===== src/rtl/muldiv_pkg.sv =====
// Shared types and sizing for the iterative multiply/divide sequencer.
package muldiv_pkg;

    typedef enum logic {
        OP_MUL = 1'b0,
        OP_DIV = 1'b1
    } op_e;

    typedef enum logic [1:0] {
        S_IDLE,
        S_BUSY,
        S_DONE
    } state_e;

    localparam int unsigned DEF_WIDTH = 8;

    // Step counter width; never narrower than one bit.
    function automatic int unsigned cnt_width(input int unsigned w);
        return (w > 1) ? $clog2(w) : 1;
    endfunction

    localparam int unsigned CNT_W = cnt_width(DEF_WIDTH);

endpackage


===== src/rtl/muldiv_step.sv =====
// One combinational iteration: LSB-first shift-add for MUL, restoring subtract for DIV.
module muldiv_step
    import muldiv_pkg::*;
#(
    parameter int unsigned WIDTH = DEF_WIDTH
) (
    input  op_e              op,
    input  logic [WIDTH-1:0] acc,
    input  logic [WIDTH-1:0] a,
    input  logic [WIDTH-1:0] b,
    output logic [WIDTH-1:0] acc_nxt,
    output logic             q_bit,
    output logic [WIDTH-1:0] a_nxt,
    output logic [WIDTH-1:0] b_nxt
);

    logic [WIDTH:0] shifted;
    logic [WIDTH:0] trial;

    // NOTE: every output gets a default first so no path through this block infers a latch.
    always_comb begin
        acc_nxt = acc;
        q_bit   = 1'b0;
        a_nxt   = a << 1;
        b_nxt   = b;
        shifted = '0;
        trial   = '0;
        if (op == OP_MUL) begin
            acc_nxt = acc + (b[0] ? a : '0);
            b_nxt   = b >> 1;
        end else begin
            // Remainder stays below b, so the shifted value needs one extra bit.
            shifted = {acc, a[WIDTH-1]};
            trial   = shifted - {1'b0, b};
            if (!trial[WIDTH]) begin
                acc_nxt = trial[WIDTH-1:0];
                q_bit   = 1'b1;
            end else begin
                acc_nxt = shifted[WIDTH-1:0];
            end
        end
    end

endmodule


===== src/rtl/muldiv_seq.sv =====
// Single-outstanding iterative unsigned MUL/DIV sequencer with valid/ready on both sides.
// Optional remainder output enabled by defining MULDIV_REM_EN.
module muldiv_seq
    import muldiv_pkg::*;
#(
    parameter int unsigned WIDTH = DEF_WIDTH
) (
    input  logic             clk,
    input  logic             rst_n,
    input  logic             in_valid,
    output logic             in_ready,
    input  logic             in_op,
    input  logic [WIDTH-1:0] in_a,
    input  logic [WIDTH-1:0] in_b,
    output logic             out_valid,
    input  logic             out_ready,
    output logic [WIDTH-1:0] out_res,
    output logic             out_dz
`ifdef MULDIV_REM_EN
    ,
    output logic [WIDTH-1:0] out_rem
`endif
);

    localparam int unsigned CW = cnt_width(WIDTH);

    state_e           state, state_nxt;
    op_e              op_q;
    logic [WIDTH-1:0] a_q, b_q, acc_q, res_q;
    logic [CW-1:0]    cnt_q;
    logic             dz_q;

    logic [WIDTH-1:0] acc_nxt, a_nxt, b_nxt;
    logic             q_bit;
    logic             accept, div_zero, last_step;

    assign accept    = in_valid && in_ready;
    assign div_zero  = (in_op == OP_DIV) && (in_b == '0);
    assign last_step = (cnt_q == CW'(WIDTH - 1));

    muldiv_step #(.WIDTH(WIDTH)) u_step (
        .op      (op_q),
        .acc     (acc_q),
        .a       (a_q),
        .b       (b_q),
        .acc_nxt (acc_nxt),
        .q_bit   (q_bit),
        .a_nxt   (a_nxt),
        .b_nxt   (b_nxt)
    );

    // NOTE: sequential state uses non-blocking assignments so all registers update together.
    always_ff @(posedge clk or negedge rst_n) begin
        if (!rst_n) state <= S_IDLE;
        else        state <= state_nxt;
    end

    always_comb begin
        state_nxt = state;
        case (state)
            S_IDLE: if (accept)    state_nxt = div_zero ? S_DONE : S_BUSY;
            S_BUSY: if (last_step) state_nxt = S_DONE;
            S_DONE: if (out_ready) state_nxt = S_IDLE;
            default:               state_nxt = S_IDLE;
        endcase
    end

    always_comb begin
        in_ready  = (state == S_IDLE);
        out_valid = (state == S_DONE);
    end

    // For DIV the dividend register collects quotient bits from the LSB as it shifts out.
    always_ff @(posedge clk or negedge rst_n) begin
        if (!rst_n) begin
            op_q  <= OP_MUL;
            a_q   <= '0;
            b_q   <= '0;
            acc_q <= '0;
            cnt_q <= '0;
            res_q <= '0;
            dz_q  <= 1'b0;
        end else begin
            case (state)
                S_IDLE: if (accept) begin
                    op_q  <= op_e'(in_op);
                    a_q   <= in_a;
                    b_q   <= in_b;
                    acc_q <= '0;
                    cnt_q <= '0;
                    dz_q  <= div_zero;
                    if (div_zero) res_q <= '1;
                end
                S_BUSY: begin
                    acc_q <= acc_nxt;
                    a_q   <= a_nxt | WIDTH'(q_bit);
                    b_q   <= b_nxt;
                    cnt_q <= cnt_q + 1'b1;
                    if (last_step)
                        res_q <= (op_q == OP_MUL) ? acc_nxt : (a_nxt | WIDTH'(q_bit));
                end
                default: ;
            endcase
        end
    end

    assign out_res = res_q;
    assign out_dz  = dz_q;

`ifdef MULDIV_REM_EN
    logic [WIDTH-1:0] rem_q;

    always_ff @(posedge clk or negedge rst_n) begin
        if (!rst_n) begin
            rem_q <= '0;
        end else if (state == S_IDLE && accept && div_zero) begin
            rem_q <= in_a;
        end else if (state == S_BUSY && last_step) begin
            rem_q <= (op_q == OP_DIV) ? acc_nxt : '0;
        end
    end

    assign out_rem = rem_q;
`endif

endmodule


===== config.mk =====
export PLATFORM = sky130hd
export DESIGN_NAME = muldiv_seq
export DESIGN_NICKNAME = d
export VERILOG_FILES = /design/src/rtl/muldiv_pkg.sv /design/src/rtl/muldiv_step.sv /design/src/rtl/muldiv_seq.sv
export SDC_FILE = /design/constraint.sdc
export NUM_CORES = 1
export LEC_CHECK = 0
export ABC_AREA = 0
export CORE_ASPECT_RATIO = 2
export CORE_MARGIN = 1
export CORE_UTILIZATION = 57
export CTS_CLUSTER_DIAMETER = 80
export CTS_CLUSTER_SIZE = 28
export DETAILED_ROUTE_END_ITERATION = 10
export PLACE_DENSITY_LB_ADDON = 0.25
export SYNTH_ARGS = -nofsm -noshare
export SYNTH_HDL_FRONTEND = slang
export SYNTH_HIERARCHICAL = 1
export SYNTH_SLANG_ARGS = --single-unit

===== constraint.sdc =====
create_clock -name clk -period 3.7 [get_ports clk]
set_input_delay 0.74 -clock clk [delete_from_list [all_inputs] [get_ports clk]]
set_output_delay 0.74 -clock clk [all_outputs]
set_load 0.01 [all_outputs]

# Yosys cells after proc, flatten, opt, wreduce, memory -nomap -nowiden
# Cells that the tools add are included.
[totals]
reg_bits = 39
inputBits = 21
output_inout_bits = 11
elab_cells = 54
[op_classes]
addsub = 3
n_eq_ne = 8
n_mux = 24
bitwise = 1
reduce_logical = 10
[ops]
columns = ["cell", "n"]
rows = [
  ["$mux 8", 11],
  ["$pmux 8 s2", 4],
  ["$sub 9x8->9", 1],
  ["$add 8x8->8", 1],
  ["$logic_not 8->1", 1],
  ["$mux 2", 4],
  ["$or 8x1->8", 1],
  ["$ne 2x1->1 const B", 3],
  ["$pmux 2 s3", 1],
  ["$pmux 3 s2", 1],
  ["$reduce_and 3->1", 2],
  ["$ne 2x2->1 const B", 2],
  ["$reduce_and 2->1", 2],
  ["$reduce_and 4->1", 1],
  ["$add 3x1->3 const B", 1],
  ["$eq 3x3->1 const B", 1],
  ["$mux 3", 1],
  ["$eq 2x1->1 const B", 1],
  ["$eq 2x2->1 const B", 1],
  ["$logic_and 1x1->1", 2],
  ["$logic_not 2->1", 1],
  ["$mux 1", 2],
  ["$reduce_bool 2->1", 1],
]

# Logic depth before layout (Yosys ltp)
[depth]
word_depth = 7
mapped_depth = 14

# Cells and area by module
# Netlist, hierarchy kept.
[by_module_without_submodules]
columns = ["module", "n_inst", "cells_each", "area_each_um2", "seq_area_each_um2"]
rows = [
  ["muldiv_seq", 1, 201, 1935.6, 975.9],
  ["muldiv_step", 1, 145, 1003.5, 0.0],
]

# Worst setup path after synthesis
# No wires, ideal clock.
[synth_timing]
path_type = "register -> register"
startpoint = "register b_q[0]"
endpoint = "register res_q[6] (netlist: out_res[6])"
arrival_ps = 2435
required_time_ps = 3572
setup_slack_ps = 1137
stages_incl_launch_ff = 14
n_path_buf = 1
synth_period_minus_slack_ps = 2563
cell_sequence = "dfrtp_1 ha_1 inv_1 fa_1 a21oi_2 o211ai_2 nand2_2 xor2_2 buf_6 mux2i_1 mux2i_1 mux2_2 o22ai_1 a21oi_1"
[synth_via]
elab_chain_cells = 6
elab_cells_between_ends = 8
classes_between = "2 x add/sub; 6 x mux"
[synth_lines]
columns = ["item", "line", "text"]
rows = [
  ["start: declaration", "muldiv_seq.sv:29", "logic [WIDTH-1:0] a_q, b_q, acc_q, res_q;"],
  ["start signal: assignment", "muldiv_seq.sv:88", "b_q <= in_b;"],
  ["start signal: assignment", "muldiv_seq.sv:97", "b_q <= b_nxt;"],
  ["$sub 9x8->9 or $mux 8 (tied branches)", "muldiv_step.sv:34, muldiv_step.sv:29", ""],
  ["$mux 8 or $add 8x8->8 (tied branches)", "muldiv_step.sv:35, muldiv_step.sv:29", ""],
  ["$mux 8 *", "muldiv_step.sv:28", "if (op == OP_MUL) begin"],
  ["net acc_nxt[6]", "muldiv_seq.sv:33", "logic [WIDTH-1:0] acc_nxt, a_nxt, b_nxt;"],
  ["$mux 8 *", "muldiv_seq.sv:100", "res_q <= (op_q == OP_MUL) ? acc_nxt : (a_nxt | WIDTH'(q_bit));"],
  ["$mux 8 *", "muldiv_seq.sv:99", "if (last_step)"],
  ["$pmux 8 s2 *", "muldiv_seq.sv:84", "case (state)"],
  ["end signal: assignment", "muldiv_seq.sv:100", ""],
  ["end: declaration", "muldiv_seq.sv:29", ""],
]
# Mark *: on every way through the listed nets, which the timed path passes. The rest lies on a longest branch. The select of a mux whose other input is x is not followed.
# A chain may end at the register's enable or synchronous reset.

# Final worst setup path
[layout_timing]
startpoint = "register b_q[0]"
endpoint = "register res_q[4] (netlist: out_res[4])"
# The elaborated chain is that of the path after synthesis.

==> summary.md <==
| Metric | Value |
|---|---|
| Crit path top cell by count | `a21oi_1` |
| Seq pwr share | `23.8%` |
| Instance count on the critical path | `12` |
| Setup tns final | `0 ps` |
| Global-route wire length before repair | `11550 um` |
| P per Cell Area | `1142 nW/um^2` |
| Root Driver | `clkbuf_8` |
| CTS clock-pin slew for the worst setup and hold paths | `70 ps` |
| Setup-failing EPs final | `0` |
| Xor and xnor fraction of the mapped netlist area | `3.533%` |
| Congestion Overflow GR | `0` |
| Total chip power | `3.720 mW` |
| CTS tree | `done` |
| Hold Path End | `out_dz` |
| Port Buffers | `31` |
| Outcome | `complete, no violations` |
| Compound-Gate Fraction of Synth Area | `17.79%` |
| Number of hold-repair buffers added at the cts stage | `0` |
| Fin crit share | `84.35%` |
| WHS | `493.3 ps` |
| Sw frac | `48.22%` |
| Post-route ant nets | `0` |
| Clock sinks | `39` |
| Syn Nets | `387` |
| Worst EP required | `3880 ps` |
| 1st-iter DRT viols | `68` |
| Multiplexer share of the synthesized area | `5.066%` |
| Post-Synth Adder-Cell Area | `9.025%` |
| Drt via density | `5.981` |
| Final Hold Viols | `0` |
| Clk buf depth | `2` |
| Worst-Margin Slew | `1110 ps` |
| Final std cells w/o fill | `419` |
| Int Pwr | `1.926 mW` |
| Vias | `2506` |
| Num CTS Buffers | `5` |
| Endpoint type of the worst setup path | `register` |
| Main combinational cell family by area after synthesis | `simple AND/OR/NAND/NOR gates` |
| DRT Pass-1 Iters | `4` |
| Largest net degree at the start of global routing | `40` |
| Post-synth ARST share | `100.0%` |
| Top cells by count, synth | `nand2_1, dfrtp_1, nor2_1` |
| Yosys warning count | `6` |
| Clock skew | `7.211 ps` |
| H-Tree Depth | `2` |
| Setup CP Type | `reg2reg` |
| Post-CTS setup buffers | `0` |
| Nets | `403` |
| Fmax | `320.4 MHz` |
| Clock latency on the worst-skew pair | `310 ps` |
| Hold/Removal Path Class | `reg2reg` |
| Die Width | `52.78 um` |
| Rows | `36` |
| Routed wire length | `7036 um` |
| Cells on Worst Hold Path | `2` |
| CP max FO | `12` |
| Gr usage total | `28.63%` |
| R2R Setup Slk | `580 ps` |
| Yosys cell types | `49` |
| RSZ-0062 raised after global routing | `false` |
| Die span in y | `103.6 um` |
| Synth area leaders | `dfrtp_1, ha_1, nand2_1, nor2_1, o22ai_2` |
| Clock power frac | `8.2%` |
| FF-to-FF path depth | `12` |
| Worst Path Buf+Inv | `1` |
| Layout cell share with drive strength beyond 1 | `11.05%` |
| Avg Cell Area, Syn | `8.494 um^2` |
| Maxcap violations | `0` |
| CP delay by family, top | `adder cells` |
| #FFs+latches synth | `39` |
| Static leakage | `1.460 nW` |
| Wirelength per Cell | `16.79 um` |
| Initial Utilization | `59.86%` |
| DP Cell Count | `412` |
| Vias in the first global route | `2466` |
| Synthesized area | `2939 um^2` |
| Die area | `5465 um^2` |
| Layout area overhead | `10.81%` |
| Routability cong. | `0.8553` |
| Sequential share of the synthesized area | `33.21%` |
| Max VDD drop | `0.6487 mV` |
| Crit-path cells | `ha_1 -> inv_1 -> fa_1 -> a21oi_2 -> o211ai_2 -> nand2_2 -> xor2_2 -> mux2i_1 -> a21oi_1 -> mux2_2 -> o22ai_1 -> a21oi_1` |
| DP HPWL | `5161 um` |
| Synth Area in Simple Gates | `22.69%` |
| Number of synthesized flops with an enable pin | `0` |
| Worst rel slew slack | `26.01%` |
| Cells after Synth | `346` |
| Critical path's slowest cell | `dfrtp_1` |
| # IOs | `32` |
| Slowest stage delay, CP | `510 ps` |
| Post-route DRC | `0` |
| Fillers | `408` |
| Sw Pwr | `1.794 mW` |
| Share of the synthesized area in the top cell type | `33.21%` |
| Setup crit start kind | `register` |
| Most frequent cell after synthesis | `nand2_1` |
| Critical R2R Capture | `out_res[4]` |
| Largest area contributor in the netlist | `dfrtp_1` |
| Pins Over Slew Limit | `0` |
| RR Startpoint | `b_q[0]` |
| Ys flop type | `dfrtp_1` |
| Core footprint | `4910 um^2` |
| Combinational fraction of design power | `68.0%` |
| Antenna Cells | `0` |
| PostCTS Resize Cnt | `0` |
| CP arrival | `3300 ps` |
| Initial antenna violation count | `0` |
| Hold path startpoint | `out_dz` |
| Post-layout min period | `3121 ps` |
[through the flow]
step | utilization (%) | cell area (um^2) | setup WS, ps
after floorplan | - | 2939 | 1137
after global placement | 64.55 | 3169 | 734.4
after detailed placement | 64.55 | 3169 | 647.5
after CTS | 66.34 | 3257 | 628.5
after global routing | 66.34 | 3257 | 290.7
final | 66.34 | 3257 | 579.1
[power by group through the flow]
stage / clock network (mW) / registers (mW) / logic, mW
2_1_floorplan: 0 / 0.810 / 2.09
3_3_place_gp: 0 / 0.886 / 2.46
5_1_grt: 0.319 / 0.916 / 2.83
3_5_place_dp: 0 / 0.888 / 2.50
4_1_cts: 0.303 / 0.885 / 2.52
6_report: 0.304 / 0.885 / 2.53
[how the worst max path moves through the flow]
stage                     slack (ps)   start          to
after floorplan                 1140  b_q[0]  out_res[6]
after global placement           730  b_q[0]  out_res[6]
after detailed placement         650  b_q[0]  out_res[4]
after CTS                        630  b_q[0]  out_res[4]
after global routing             290  b_q[0]  out_res[0]
final                            580  b_q[0]  out_res[4]
[worst register-to-register path: cells and delay by family, from the launching register on]
family / cells / cell delay (ps)
buf+inv: 1 / 50
simple gates: 1 / 90
compound gates: 5 / 620
xor+xnor: 1 / 500
flops: 1 / 510
mux: 2 / 580
fa+ha+maj: 2 / 640
[registers in the layout, indices dropped and copies added (netlist names)]
register  count
out_res       8
op_q          1
cnt_q         3
b_q           8
a_q           8
out_dz        1
state         2
acc_q         8
[final cells by class]
type | count | area (um^2) | area share (%)
Sequential cell | 39 | 975.9 | 29.97
Timing Repair Buffer | 36 | 342.8 | 10.53
Tap cell | 57 | 71.32 | 2.190
Inverter | 18 | 67.56 | 2.075
Clock inverter | 1 | 5.005 | 0.1537
Multi-Input combinational cell | 262 | 1712 | 52.55
Clock buffer | 6 | 82.58 | 2.536
[per-layer routing]
| layer | part of all wire (%) | routed length, um | up-vias | global-route usage (%) |
|---|---|---|---|---|
| li1 | - | - | 1222 | - |
| met1 | 40 | 2821 | 1218 | 32.44 |
| met2 | 54 | 3813 | 52 | 49.82 |
| met3 | 2.7 | 190 | 14 | 4.993 |
| met4 | 3.0 | 211 | 0 | 12.22 |
| met5 | 0 | 0 | - | 0 |
[kinds of logic after synthesis]
| group | Yosys count |
|---|---|
| xor+xnor | 11 |
| mux | 14 |
| fa+ha+maj | 20 |
| buf+inv | 45 |
| other cells | 1 |
| compound gates | 77 |
| flops | 39 |
| simple gates | 139 |
[layout by cell type (no fill, tap or decap), types with 8 or more instances in the layout]
master / n
a21oi_1: 16
a31oi_1: 10
clkdlybuf4s50_1: 30
dfrtp_1: 39
ha_1: 18
inv_1: 18
nand2_1: 52
nand3_1: 17
nor2_1: 32
nor3_1: 12
o21ai_0: 17
o22ai_1: 8
(Power assumes the default switching activity.)
